<file path="src/rtl/jtag_pkg.sv">
// Shared constants, FSM state and DR payload types for the virtual-JTAG register master.
package jtag_pkg;

    localparam int unsigned DRW    = 40;
    localparam int unsigned ADDR_W = 8;
    localparam int unsigned DATA_W = 32;
    localparam int unsigned CNT_W  = 6;

    localparam logic [1:0] IR_NOP   = 2'b00;
    localparam logic [1:0] IR_WRITE = 2'b01;
    localparam logic [1:0] IR_READ  = 2'b10;

    localparam logic [ADDR_W-1:0] REG_CONTROL  = 8'h00;
    localparam logic [ADDR_W-1:0] REG_IN_W     = 8'h01;
    localparam logic [ADDR_W-1:0] REG_IN_H     = 8'h02;
    localparam logic [ADDR_W-1:0] REG_SCALE    = 8'h03;
    localparam logic [ADDR_W-1:0] REG_STATUS   = 8'h10;
    localparam logic [ADDR_W-1:0] REG_IN_ADDR  = 8'h20;
    localparam logic [ADDR_W-1:0] REG_IN_DATA  = 8'h21;
    localparam logic [ADDR_W-1:0] REG_OUT_ADDR = 8'h30;
    localparam logic [ADDR_W-1:0] REG_OUT_DATA = 8'h31;

    typedef enum logic [2:0] {
        ST_IDLE,
        ST_SETUP,
        ST_CAPTURE,
        ST_SHIFT,
        ST_UPDATE,
        ST_TAIL,
        ST_RESP
    } state_t;

    // DR image as shifted LSB first: address in the low byte, data above it.
    typedef struct packed {
        logic [DATA_W-1:0] data;
        logic [ADDR_W-1:0] addr;
    } dr_t;

endpackage

</file>
<file path="src/rtl/jtag_reg_master_if.sv">
// Command/response port plus the bit-level JTAG pins of the register master.
interface jtag_reg_master_if;
    import jtag_pkg::*;

    logic              cmd_valid;
    logic              cmd_ready;
    logic              cmd_write;
    logic [ADDR_W-1:0] cmd_addr;
    logic [DATA_W-1:0] cmd_wdata;
    logic              rsp_valid;
    logic              rsp_is_read;
    logic [DATA_W-1:0] rsp_rdata;
    logic              tck;
    logic              tdi;
    logic              tdo;
    logic [1:0]        ir_in;
    logic              vs_cdr;
    logic              vs_sdr;
    logic              vs_udr;

    modport master (
        input  cmd_valid, cmd_write, cmd_addr, cmd_wdata, tdo,
        output cmd_ready, rsp_valid, rsp_is_read, rsp_rdata,
        output tck, tdi, ir_in, vs_cdr, vs_sdr, vs_udr
    );

    modport slave (
        output cmd_valid, cmd_write, cmd_addr, cmd_wdata, tdo,
        input  cmd_ready, rsp_valid, rsp_is_read, rsp_rdata,
        input  tck, tdi, ir_in, vs_cdr, vs_sdr, vs_udr
    );

endinterface

</file>
<file path="src/rtl/jtag_tck_gen.sv">
// tck divider: toggles every TCK_DIV clk_sys cycles while enabled, with edge strobes.
module jtag_tck_gen #(
    parameter int unsigned TCK_DIV = 4
) (
    input  logic clk_sys,
    input  logic rst_sys_n,
    input  logic en_i,
    output logic tck_o,
    output logic rise_en_c_o,
    output logic fall_en_c_o
);

    localparam int unsigned       DIV_W    = (TCK_DIV > 1) ? $clog2(TCK_DIV) : 1;
    localparam logic [DIV_W-1:0]  DIV_LAST = DIV_W'(TCK_DIV - 1);

    logic [DIV_W-1:0] div_q, div_d;
    logic             tck_q, tck_d;
    logic             term_c;

    // Strobes are high in the clk_sys cycle whose closing edge moves tck.
    assign term_c      = en_i && (div_q == DIV_LAST);
    assign rise_en_c_o = term_c && !tck_q;
    assign fall_en_c_o = term_c && tck_q;
    assign tck_o       = tck_q;

    // Divider count and tck toggle; disabled means parked low with a fresh count.
    always_comb begin
        div_d = div_q;
        tck_d = tck_q;
        if (!en_i) begin
            div_d = '0;
            tck_d = 1'b0;
        end else if (term_c) begin
            div_d = '0;
            tck_d = !tck_q;
        end else begin
            div_d = div_q + DIV_W'(1);
        end
    end

    // Divider registers.
    always_ff @(posedge clk_sys or negedge rst_sys_n) begin
        if (!rst_sys_n) begin
            div_q <= '0;
            tck_q <= 1'b0;
        end else begin
            div_q <= div_d;
            tck_q <= tck_d;
        end
    end

endmodule

</file>
<file path="src/rtl/jtag_reg_master.sv">
// Turns single register write/read commands into virtual-JTAG DR phases and collects tdo.
module jtag_reg_master #(
    parameter int unsigned DRW      = jtag_pkg::DRW,
    parameter int unsigned TCK_DIV  = 4,
    parameter int unsigned IDLE_TCK = 4
) (
    input  logic               clk_sys,
    input  logic               rst_sys_n,
    jtag_reg_master_if.master  bus_io
);
    import jtag_pkg::*;

    localparam logic [CNT_W-1:0] SHIFT_LAST = CNT_W'(DRW - 1);
    localparam logic [CNT_W-1:0] TAIL_LAST  = CNT_W'(IDLE_TCK - 1);

    state_t            state_q, state_d;
    logic              is_read_q, is_read_d;
    logic              phase2_q, phase2_d;
    logic [ADDR_W-1:0] addr_q, addr_d;
    logic [DATA_W-1:0] wdata_q, wdata_d;
    logic [CNT_W-1:0]  cnt_q, cnt_d;
    logic [DRW-1:0]    sr_q, sr_d;

    logic              cmd_ready_q, cmd_ready_d;
    logic              rsp_valid_q, rsp_valid_d;
    logic              rsp_is_read_q, rsp_is_read_d;
    logic [DATA_W-1:0] rsp_rdata_q, rsp_rdata_d;
    logic              tdi_q, tdi_d;
    logic [1:0]        ir_q, ir_d;
    logic              cdr_q, cdr_d;
    logic              sdr_q, sdr_d;
    logic              udr_q, udr_d;

    logic              tck_en_c;
    logic              tck_w;
    logic              rise_c;
    logic              fall_c;
    logic              accept_c;
    logic              upd_c;
    dr_t               dr_load_c;

    assign accept_c = bus_io.cmd_valid && cmd_ready_q;
    assign tck_en_c = (state_q != ST_IDLE) && (state_q != ST_RESP);

    jtag_tck_gen #(
        .TCK_DIV (TCK_DIV)
    ) u_tck_gen (
        .clk_sys     (clk_sys),
        .rst_sys_n   (rst_sys_n),
        .en_i        (tck_en_c),
        .tck_o       (tck_w),
        .rise_en_c_o (rise_c),
        .fall_en_c_o (fall_c)
    );

    // State register.
    always_ff @(posedge clk_sys or negedge rst_sys_n) begin
        if (!rst_sys_n) begin
            state_q <= ST_IDLE;
        end else begin
            state_q <= state_d;
        end
    end

    // Next state: every tck-phase step happens on the falling-edge strobe.
    always_comb begin
        state_d = state_q;
        unique case (state_q)
            ST_IDLE:    if (accept_c) state_d = ST_SETUP;
            ST_SETUP:   if (fall_c) state_d = ST_CAPTURE;
            ST_CAPTURE: if (fall_c) state_d = ST_SHIFT;
            ST_SHIFT:   if (fall_c && (cnt_q == SHIFT_LAST)) state_d = ST_UPDATE;
            ST_UPDATE:  if (fall_c) state_d = ST_TAIL;
            ST_TAIL: begin
                if (fall_c && (cnt_q == TAIL_LAST)) begin
                    state_d = (is_read_q && !phase2_q) ? ST_SETUP : ST_RESP;
                end
            end
            ST_RESP:    state_d = ST_IDLE;
            default:    state_d = ST_IDLE;
        endcase
    end

    // Datapath and pin values; pins only move on tck falls or outside the tck phases.
    always_comb begin
        is_read_d     = is_read_q;
        phase2_d      = phase2_q;
        addr_d        = addr_q;
        wdata_d       = wdata_q;
        cnt_d         = cnt_q;
        sr_d          = sr_q;
        cmd_ready_d   = cmd_ready_q;
        rsp_valid_d   = rsp_valid_q;
        rsp_is_read_d = rsp_is_read_q;
        rsp_rdata_d   = rsp_rdata_q;
        tdi_d         = tdi_q;
        ir_d          = ir_q;
        cdr_d         = cdr_q;
        sdr_d         = sdr_q;
        udr_d         = udr_q;
        upd_c         = fall_c || (state_q == ST_IDLE) || (state_q == ST_RESP);

        dr_load_c.data = is_read_q ? '0 : wdata_q;
        dr_load_c.addr = addr_q;

        if (accept_c) begin
            is_read_d = !bus_io.cmd_write;
            phase2_d  = 1'b0;
            addr_d    = bus_io.cmd_addr;
            wdata_d   = bus_io.cmd_wdata;
        end

        if ((state_q == ST_TAIL) && (state_d == ST_SETUP)) begin
            phase2_d = 1'b1;
        end

        // Period counter restarts on every state change, counts periods within SHIFT/TAIL.
        if (fall_c) begin
            cnt_d = (state_d == state_q) ? cnt_q + CNT_W'(1) : '0;
        end

        // DR image loads at CAPTURE entry; tdo enters at the MSB on each SHIFT rise.
        if (fall_c && (state_d == ST_CAPTURE)) begin
            sr_d = DRW'(dr_load_c);
        end else if (rise_c && (state_q == ST_SHIFT)) begin
            sr_d = {bus_io.tdo, sr_q[DRW-1:1]};
        end

        if (upd_c) begin
            cmd_ready_d   = (state_d == ST_IDLE);
            rsp_valid_d   = (state_d == ST_RESP);
            rsp_is_read_d = (state_d == ST_RESP) && is_read_q;
            cdr_d         = (state_d == ST_CAPTURE);
            sdr_d         = (state_d == ST_SHIFT);
            udr_d         = (state_d == ST_UPDATE);
            tdi_d         = (state_d == ST_SHIFT) ? sr_q[0] : 1'b0;
            if (state_d == ST_IDLE) begin
                ir_d = IR_NOP;
            end else begin
                ir_d = is_read_d ? IR_READ : IR_WRITE;
            end
            if ((state_d == ST_RESP) && is_read_q) begin
                rsp_rdata_d = sr_q[ADDR_W +: DATA_W];
            end
        end
    end

    // Datapath and registered outputs.
    always_ff @(posedge clk_sys or negedge rst_sys_n) begin
        if (!rst_sys_n) begin
            is_read_q     <= 1'b0;
            phase2_q      <= 1'b0;
            addr_q        <= '0;
            wdata_q       <= '0;
            cnt_q         <= '0;
            sr_q          <= '0;
            cmd_ready_q   <= 1'b1;
            rsp_valid_q   <= 1'b0;
            rsp_is_read_q <= 1'b0;
            rsp_rdata_q   <= '0;
            tdi_q         <= 1'b0;
            ir_q          <= IR_NOP;
            cdr_q         <= 1'b0;
            sdr_q         <= 1'b0;
            udr_q         <= 1'b0;
        end else begin
            is_read_q     <= is_read_d;
            phase2_q      <= phase2_d;
            addr_q        <= addr_d;
            wdata_q       <= wdata_d;
            cnt_q         <= cnt_d;
            sr_q          <= sr_d;
            cmd_ready_q   <= cmd_ready_d;
            rsp_valid_q   <= rsp_valid_d;
            rsp_is_read_q <= rsp_is_read_d;
            rsp_rdata_q   <= rsp_rdata_d;
            tdi_q         <= tdi_d;
            ir_q          <= ir_d;
            cdr_q         <= cdr_d;
            sdr_q         <= sdr_d;
            udr_q         <= udr_d;
        end
    end

    assign bus_io.cmd_ready   = cmd_ready_q;
    assign bus_io.rsp_valid   = rsp_valid_q;
    assign bus_io.rsp_is_read = rsp_is_read_q;
    assign bus_io.rsp_rdata   = rsp_rdata_q;
    assign bus_io.tck         = tck_w;
    assign bus_io.tdi         = tdi_q;
    assign bus_io.ir_in       = ir_q;
    assign bus_io.vs_cdr      = cdr_q;
    assign bus_io.vs_sdr      = sdr_q;
    assign bus_io.vs_udr      = udr_q;

endmodule

</file>
<file path="src/flat_wrapper.sv">
// flat-port wrapper written by rule: the top's interface ports become plain ports
module jtag_reg_master_flat import jtag_pkg::*;
#(
    parameter int unsigned DRW      = jtag_pkg::DRW,
    parameter int unsigned TCK_DIV  = 4,
    parameter int unsigned IDLE_TCK = 4
)
  (clk_sys, rst_sys_n, bus_io_cmd_valid, bus_io_cmd_write, bus_io_cmd_addr, bus_io_cmd_wdata, bus_io_tdo, bus_io_cmd_ready, bus_io_rsp_valid, bus_io_rsp_is_read, bus_io_rsp_rdata, bus_io_tck, bus_io_tdi, bus_io_ir_in, bus_io_vs_cdr, bus_io_vs_sdr, bus_io_vs_udr);
  jtag_reg_master_if bus_io_i ();
  input  logic clk_sys;
  input  logic rst_sys_n;
  input wire logic [$bits(bus_io_i.cmd_valid)-1:0] bus_io_cmd_valid;
  input wire logic [$bits(bus_io_i.cmd_write)-1:0] bus_io_cmd_write;
  input wire logic [$bits(bus_io_i.cmd_addr)-1:0] bus_io_cmd_addr;
  input wire logic [$bits(bus_io_i.cmd_wdata)-1:0] bus_io_cmd_wdata;
  input wire logic [$bits(bus_io_i.tdo)-1:0] bus_io_tdo;
  output wire logic [$bits(bus_io_i.cmd_ready)-1:0] bus_io_cmd_ready;
  output wire logic [$bits(bus_io_i.rsp_valid)-1:0] bus_io_rsp_valid;
  output wire logic [$bits(bus_io_i.rsp_is_read)-1:0] bus_io_rsp_is_read;
  output wire logic [$bits(bus_io_i.rsp_rdata)-1:0] bus_io_rsp_rdata;
  output wire logic [$bits(bus_io_i.tck)-1:0] bus_io_tck;
  output wire logic [$bits(bus_io_i.tdi)-1:0] bus_io_tdi;
  output wire logic [$bits(bus_io_i.ir_in)-1:0] bus_io_ir_in;
  output wire logic [$bits(bus_io_i.vs_cdr)-1:0] bus_io_vs_cdr;
  output wire logic [$bits(bus_io_i.vs_sdr)-1:0] bus_io_vs_sdr;
  output wire logic [$bits(bus_io_i.vs_udr)-1:0] bus_io_vs_udr;
  assign bus_io_i.cmd_valid = bus_io_cmd_valid;
  assign bus_io_i.cmd_write = bus_io_cmd_write;
  assign bus_io_i.cmd_addr = bus_io_cmd_addr;
  assign bus_io_i.cmd_wdata = bus_io_cmd_wdata;
  assign bus_io_i.tdo = bus_io_tdo;
  assign bus_io_cmd_ready = bus_io_i.cmd_ready;
  assign bus_io_rsp_valid = bus_io_i.rsp_valid;
  assign bus_io_rsp_is_read = bus_io_i.rsp_is_read;
  assign bus_io_rsp_rdata = bus_io_i.rsp_rdata;
  assign bus_io_tck = bus_io_i.tck;
  assign bus_io_tdi = bus_io_i.tdi;
  assign bus_io_ir_in = bus_io_i.ir_in;
  assign bus_io_vs_cdr = bus_io_i.vs_cdr;
  assign bus_io_vs_sdr = bus_io_i.vs_sdr;
  assign bus_io_vs_udr = bus_io_i.vs_udr;
  jtag_reg_master #(.DRW(DRW), .TCK_DIV(TCK_DIV), .IDLE_TCK(IDLE_TCK)) u_core (.clk_sys(clk_sys), .rst_sys_n(rst_sys_n), .bus_io(bus_io_i));
endmodule
</file>
<file path="config.mk">
export PLATFORM = sky130hd
export DESIGN_NAME = jtag_reg_master_flat
export DESIGN_NICKNAME = d
export VERILOG_FILES = /design/src/rtl/jtag_pkg.sv /design/src/rtl/jtag_reg_master_if.sv /design/src/rtl/jtag_tck_gen.sv /design/src/rtl/jtag_reg_master.sv /design/src/flat_wrapper.sv
export SDC_FILE = /design/constraint.sdc
export NUM_CORES = 1
export LEC_CHECK = 0
export ABC_CLOCK_PERIOD_IN_PS = 2100
export CAP_MARGIN = 20
export CORE_MARGIN = 2
export CORE_UTILIZATION = 54
export DETAILED_ROUTE_END_ITERATION = 6
export PLACE_DENSITY = 0.87
export SLEW_MARGIN = 15
export SYNTH_ARGS = -nofsm -noshare
export SYNTH_HDL_FRONTEND = slang
export SYNTH_SLANG_ARGS = --single-unit
</file>
<file path="constraint.sdc">
create_clock -name clk_sys -period 2.1 [get_ports clk_sys]
set_input_delay 0.42 -clock clk_sys [delete_from_list [all_inputs] [get_ports clk_sys]]
set_output_delay 0.42 -clock clk_sys [all_outputs]
set_load 0.005 [all_outputs]
</file>
* Word level (Yosys, flattened, before mapping) *
Cells that the tools add are included.
W data, S select, Z words.

word-level totals
  input port bits = 45
  register bits = 135
  output and inout port bits = 42
  logic and storage cells = 82

cells by class
  mux-type cells = 22
  reductions and logical operators = 23
  eq/ne operators = 17
  $add $sub $neg = 2

operators with widths
  kind                   count
  $mux W40               2
  $mux W32               1
  $mux W3                7
  $pmux W3 S6            1
  $eq A3 B3 Y1 const B   5
  $eq A3 B2 Y1 const B   4
  $logic_and A1 B1 Y1    12
  $mux W2                4
  $add A6 B1 Y6 const B  1
  $eq A3 B1 Y1 const B   2
  $eq A6 B2 Y1 const B   1
  $eq A6 B6 Y1 const B   1
  $logic_not A3 Y1       2
  $mux W1                6
  $mux W6                1
  $reduce_bool A2 Y1     2
  $eq A3 B3 Y1           1
  $logic_not A1 Y1       3
  $ne A3 B3 Y1 const B   1
  $reduce_bool A3 Y1     1
  $add A2 B1 Y2 const B  1
  $eq A2 B2 Y1 const B   1
  $logic_or A1 B1 Y1     2
  $ne A2 B1 Y1 const B   1
  $reduce_and A2 Y1      1

* Logic depth before layout (Yosys ltp) *
  depth after elaboration = 10
  gate-level depth with buffers = 8
  gate-level depth less buffers = 6

* By module *
From an unflattened synthesis, not the netlist that was laid out.

unflattened totals
  cell total of the unflattened synthesis = 448
  area total of the unflattened synthesis = 5765.5 sq um

modules (own cells, without submodules)
  module           cells each  area each (sq um)  times used  seq. area each (sq um)
  jtag_reg_master  437         5630.4             1           3304.4
  jtag_tck_gen     11          135.1              1           75.1

* Worst setup path before layout *
No wires, ideal clock.

  path kind = reg2reg
  start point = reg u_core.cnt_q[0]
  end point = reg u_core.rsp_rdata_q[10], in the netlist u_core.bus_io.rsp_rdata[10]
  clock period less this slack = 1820 ps
  stages on the path, launching flop included = 8
  data required time = 1973 ps
  path buffers = 1
  path slack = 280 ps
  library setup time = 127 ps
  arrival = 1692 ps
  cells stage by stage = dfrtp_1 ha_1 nor3b_2 nand2_1 nor3_2 nand2_2 buf_6 mux2_1

on the way
  word-level cells in the longest chain between the ends = 7
  elaborated cells on any way between the ends = 10
  classes of those cells = 3 x eq/ne; 3 x mux; 4 x reduce/logical

ends and longest elaborated chain
  item                                          line                                          RTL
  start: declaration                            jtag_reg_master.sv:21                         logic [CNT_W-1:0] cnt_q, cnt_d;
  start signal: assignment                      jtag_reg_master.sv:171                        cnt_q <= cnt_d;
  $eq A6 B2 Y1 or $eq A6 B6 Y1 (tied branches)  jtag_reg_master.sv:75, jtag_reg_master.sv:72
  $logic_and A1 B1 Y1 (on tied branches)        jtag_reg_master.sv:75, jtag_reg_master.sv:72
  $mux W3 (on tied branches)                    jtag_reg_master.sv:75, jtag_reg_master.sv:72
  $pmux W3 S6 (*)                               jtag_reg_master.sv:68                         unique case (state_q)
  $eq A3 B3 Y1 (*)                              jtag_reg_master.sv:142                        if ((state_d == ST_RESP) && is_read_q) begin
  $logic_and A1 B1 Y1 (*)                       jtag_reg_master.sv:142
  $reduce_and A2 Y1 (no source line) (*)        --
  end signal: assignment                        jtag_reg_master.sv:176                        rsp_rdata_q <= rsp_rdata_d;
  end: declaration                              jtag_reg_master.sv:27                         logic [DATA_W-1:0] rsp_rdata_q, rsp_rdata_d;

Mark *: on every way between the ends. The rest lies on a longest branch, timed or not.
A chain may end at the register's enable or synchronous reset.

* Worst setup path after layout *
  start point = reg u_core.cnt_q[1]
  end point = reg u_core.tdi_q, in the netlist u_core.bus_io.tdi

on the way
  word-level cells in the longest chain between the ends = 6
  elaborated cells on any way between the ends = 9
  classes of those cells = 3 x eq/ne; 4 x mux; 2 x reduce/logical

ends and longest elaborated chain
  item                                          line                                          RTL
  $eq A6 B2 Y1 or $eq A6 B6 Y1 (tied branches)  jtag_reg_master.sv:75, jtag_reg_master.sv:72
  $logic_and A1 B1 Y1 (on tied branches)        jtag_reg_master.sv:75, jtag_reg_master.sv:72
  $mux W3 (on tied branches)                    jtag_reg_master.sv:75, jtag_reg_master.sv:72
  $pmux W3 S6 (*)                               jtag_reg_master.sv:68
  net u_core.state_d[0]                         jtag_reg_master.sv:16                         state_t state_q, state_d;
  $eq A3 B2 Y1 (*)                              jtag_reg_master.sv:136                        tdi_d = (state_d == ST_SHIFT) ? sr_q[0] : 1'b0;
  $mux W1 (*)                                   jtag_reg_master.sv:136
  end signal: assignment                        jtag_reg_master.sv:177                        tdi_q <= tdi_d;
  end: declaration                              jtag_reg_master.sv:28                         logic tdi_q, tdi_d;

Mark *: on every way through the listed nets, which the timed path passes. The rest lies on a longest branch.

==> results.md <==
* Maximum clock frequency at 495 MHz
* Final setup fails at 0
* CTS tree: done
* Slew Limit Fails at 0
* Layout cell share with drive strength beyond 1 at 19.6%
* Die X at approximately 110 µm
* Largest family of logic cells by synthesized area: multiplexers
* Pre-CTS WS at roughly 0.045 ns
* Fin nets at 612
* CTS Root Cell: clkbuf_8
* Clock Skew at ~0.0055 ns
* GR Util All Layers at 24.0%
* Multi-input logic area at 2380 µm²
* #FFs+latches synth at roughly 140
* R2R setup slack at 0.08 ns
* Critical path fanouts, max at 5
* Post-synth ARST share at 100%
* Mux cell area share after synthesis at between 20% and 30%
* CTS sink cnt at 135
* Cell area after synthesis at 5900 µm²
* Switching power at ~1400 µW
* Fin crit period at 2.02 ns
* CTS H-tree depth at 4
* Detailed-route DRC error count at 0
* Combinational power share at 5.6%
* TritonRoute pass-1 iters at 6
* Post-synthesis cell type count at 50
* Post-synthesis compound-gate area fraction at 8.53%
* Reg2reg end: u_core.bus_io.tdi
* Final ANT Viol Nets at 0
* Hpwl dp at 8.43 mm
* Fin area at 7700 µm²
* CP Data Arrival Time at approximately 2.4 ns
* Pint at 5140 µW
* Worst R2R Path Depth at 6
* Highest cell delay on the worst timing path at 0.43 ns
* Height of the die at 108 µm
* Initial DRC Count at 320
* Vias in the first global route at ~4.3k
* Synth Area in Adders at less than 1%
* Post-synthesis cell count at 469
* Worst Setup End Kind: flip-flop
* Reg2Reg Launch Point: u_core.cnt_q[1]
* Initial antenna violation count at 0
* Post-DR vias/cell at 5.82
* Clk pwr share at 50.1%
* Cts bufs inserted at 17
* Relative slew slack at 58.1%
* Yosys top cell area share at around 57%
* Worst Tran Pin Value at between 0.6 and 0.7 ns
* First-pass GRT wire length at 21.5 mm
* YS warnings at 0
* Simple-Gate Fraction of Synth Area at about a tenth
* Pleak at 0.00324 µW
* Initial core utilization at 54.9%
* FF+latch area at 3380 µm²
* CTS clk-pin slew, worst paths at about 0.060 ns
* Final setup margin at about 0.080 ns
* Core region area at 10700 µm²
* Largest net degree at the start of global routing at 51
* Power density over the cells at 844 nW/µm²
* Rows at 38
* Required time worst endpoint at between 2 and 3 ns
* Die ar. at 11800 µm²
* Status: complete, no violations
* Final Hold Viols at 0
* Clock latency on the worst-skew pair at 0.52 ns
* Dominant cell type by area after synthesis: dfrtp_1
* Clock buffer depth at 2
* WL final at 13.3 mm
* Critical-path top delay cell: dfrtp_1
* Register share of total power at about 44%
* Post-Synth XOR/XNOR Area at 0.149%
* Gr ovfl total at 0
* Syn nets at slightly above 500
* Layout area overhead at 30.5%
* # diodes at 0
* Hold Path Class: in2async
* I/O pin total at between 80 and 90
* Drt wl/cell at 18.6 µm
* Max Cap Viol at 0
* Main flop type after synthesis: dfrtp_1
* GPL Wtd Cong at 0.855
* Switch share at a little over a fifth
* Fill cell count at 704
* Final Cycle Share at ~96%
* Post-route setup TNS at 0 ns
* Number of synthesized flops with an enable pin at 0
* Setup Crit Path Kind: reg2reg
* Crit path cell chain: ha_4 > or3b_4 > nor3_1 > o21a_1 > o221ai_1 > a32o_1
* Startpoint types: flip-flop
* IO buf count at 86
* Routed via count at roughly 4.2k
* Synth top cells by count: dfrtp_1 (134), mux2_2 (43), mux2i_1 (38), o21ai_1 (38), nand3b_1 (33)
* Avg Inst Size Synth at roughly 13 µm²
* Most frequent cell after synthesis: dfrtp_1
* Sequential share of the synthesized area at 57.3%
* RSZ-0062 raised after global routing: false
* Max VDD drop at 0.556 mV
* Placed Area at about 7000 µm²
* Synth top area cells: dfrtp_1 (57%), mux2_2 (8.2%), mux2i_1 (6.5%), mux2_1 (5.5%), nand3b_1 (4.2%)
-- registers in the layout (all words and copies together), names as in the netlist, 2 cells and up --
name / cells
u_core.sr_q: 40
u_core.bus_io.rsp_rdata: 32
u_core.wdata_q: 32
u_core.addr_q: 8
u_core.cnt_q: 6
u_core.state_q: 3
u_core.bus_io.ir_in: 2
u_core.u_tck_gen.div_q: 2
-- power by group through the flow --
| stage | Combinational, µW | Clock (µW) | Sequential [µW] |
|---|---|---|---|
| finish | 365 | 3250 | 2880 |
| CTS | 374 | 3290 | 2870 |
| detailed placement | 365 | 0 | 2910 |
| global route | 407 | 3410 | 2890 |
| floorplan | 174 | 0 | 2880 |
| global placement | 349 | 0 | 2900 |
-- layer usage --
metal / up-vias / track usage (%) / share of wire (%)
met4: 0 / 8.24 / 1.6
li1: 1888 / - / -
met2: 140 / 40.6 / 51
met3: 20 / 5.42 / 5.4
met1: 2133 / 30.7 / 42
met5: - / 0 / 0
-- layout by cell type (no fill, tap or decap), types with 6 or more instances in the layout --
cell and n:
o21ai_0 13, bufinv_16 6, dfrtp_1 134, nand2_1 24, inv_1 7, mux2_1 29, nor2_1 8, clkbuf_16 16
clkdlybuf4s50_1 85, o21ai_1 38, nand3_1 8, mux2_2 43, buf_4 15, nand3b_1 33, mux2i_1 38
-- cells by family after synthesis --
family | after synthesis
mux | 110
simple gates | 101
fa+ha+maj | 2
flops | 135
buf+inv | 37
xor+xnor | 1
compound gates | 83
-- worst max-delay path by stage --
stage / from / slack (ns) / end
floorplan: u_core.cnt_q[0] / 0.28 / u_core.bus_io.rsp_rdata[10]
global placement: u_core.u_tck_gen.div_q[0] / 0.19 / u_core.sr_q[23]
detailed placement: u_core.cnt_q[0] / 0.05 / u_core.cnt_q[5]
CTS: u_core.cnt_q[0] / 0.03 / u_core.cnt_q[5]
global route: u_core.cnt_q[1] / 0.003 / u_core.cnt_q[3]
finish: u_core.cnt_q[1] / 0.08 / u_core.bus_io.tdi
-- worst max-delay path, delay by kind of cell, from the launching register on --
| kind | cells | cell delay (ns) |
|---|---|---|
| adder cells (fa/ha/maj) | 1 | 0.19 |
| AO/OA/AOI/OAI | 3 | 0.67 |
| AND/OR/NAND/NOR | 2 | 0.61 |
| flip-flops | 1 | 0.43 |
-- stage by stage --
stage	hold WS [ns]	total power (µW)	util (%)	std cells
3_3_place_gp	0.395	3250	65.0	684
3_5_place_dp	0.397	3280	65.0	684
4_1_cts	0.422	6530	71.1	717
5_1_grt	0.452	6710	71.6	718
2_1_floorplan	0.124	3050	-	469
6_report	0.415	6490	71.6	718
-- cell type report --
class,count,area share (%)
clock buffers,18,5.43
clock inverters,14,2.98
multi-input cells,297,31.0
flip-flops and latches,135,43.9
repair buffers,107,14.1
inverters,7,0.341
well taps,140,2.28
-- what timing repair did --
item                                   in CTS  in global routing
setup endpoints to repair                   0                 53
gates resized for setup                     0                  9
endpoints found under the hold margin      48                  0
setup buffers                               0                  1
hold buffers                                1                  0
(Power assumes the default switching activity.)
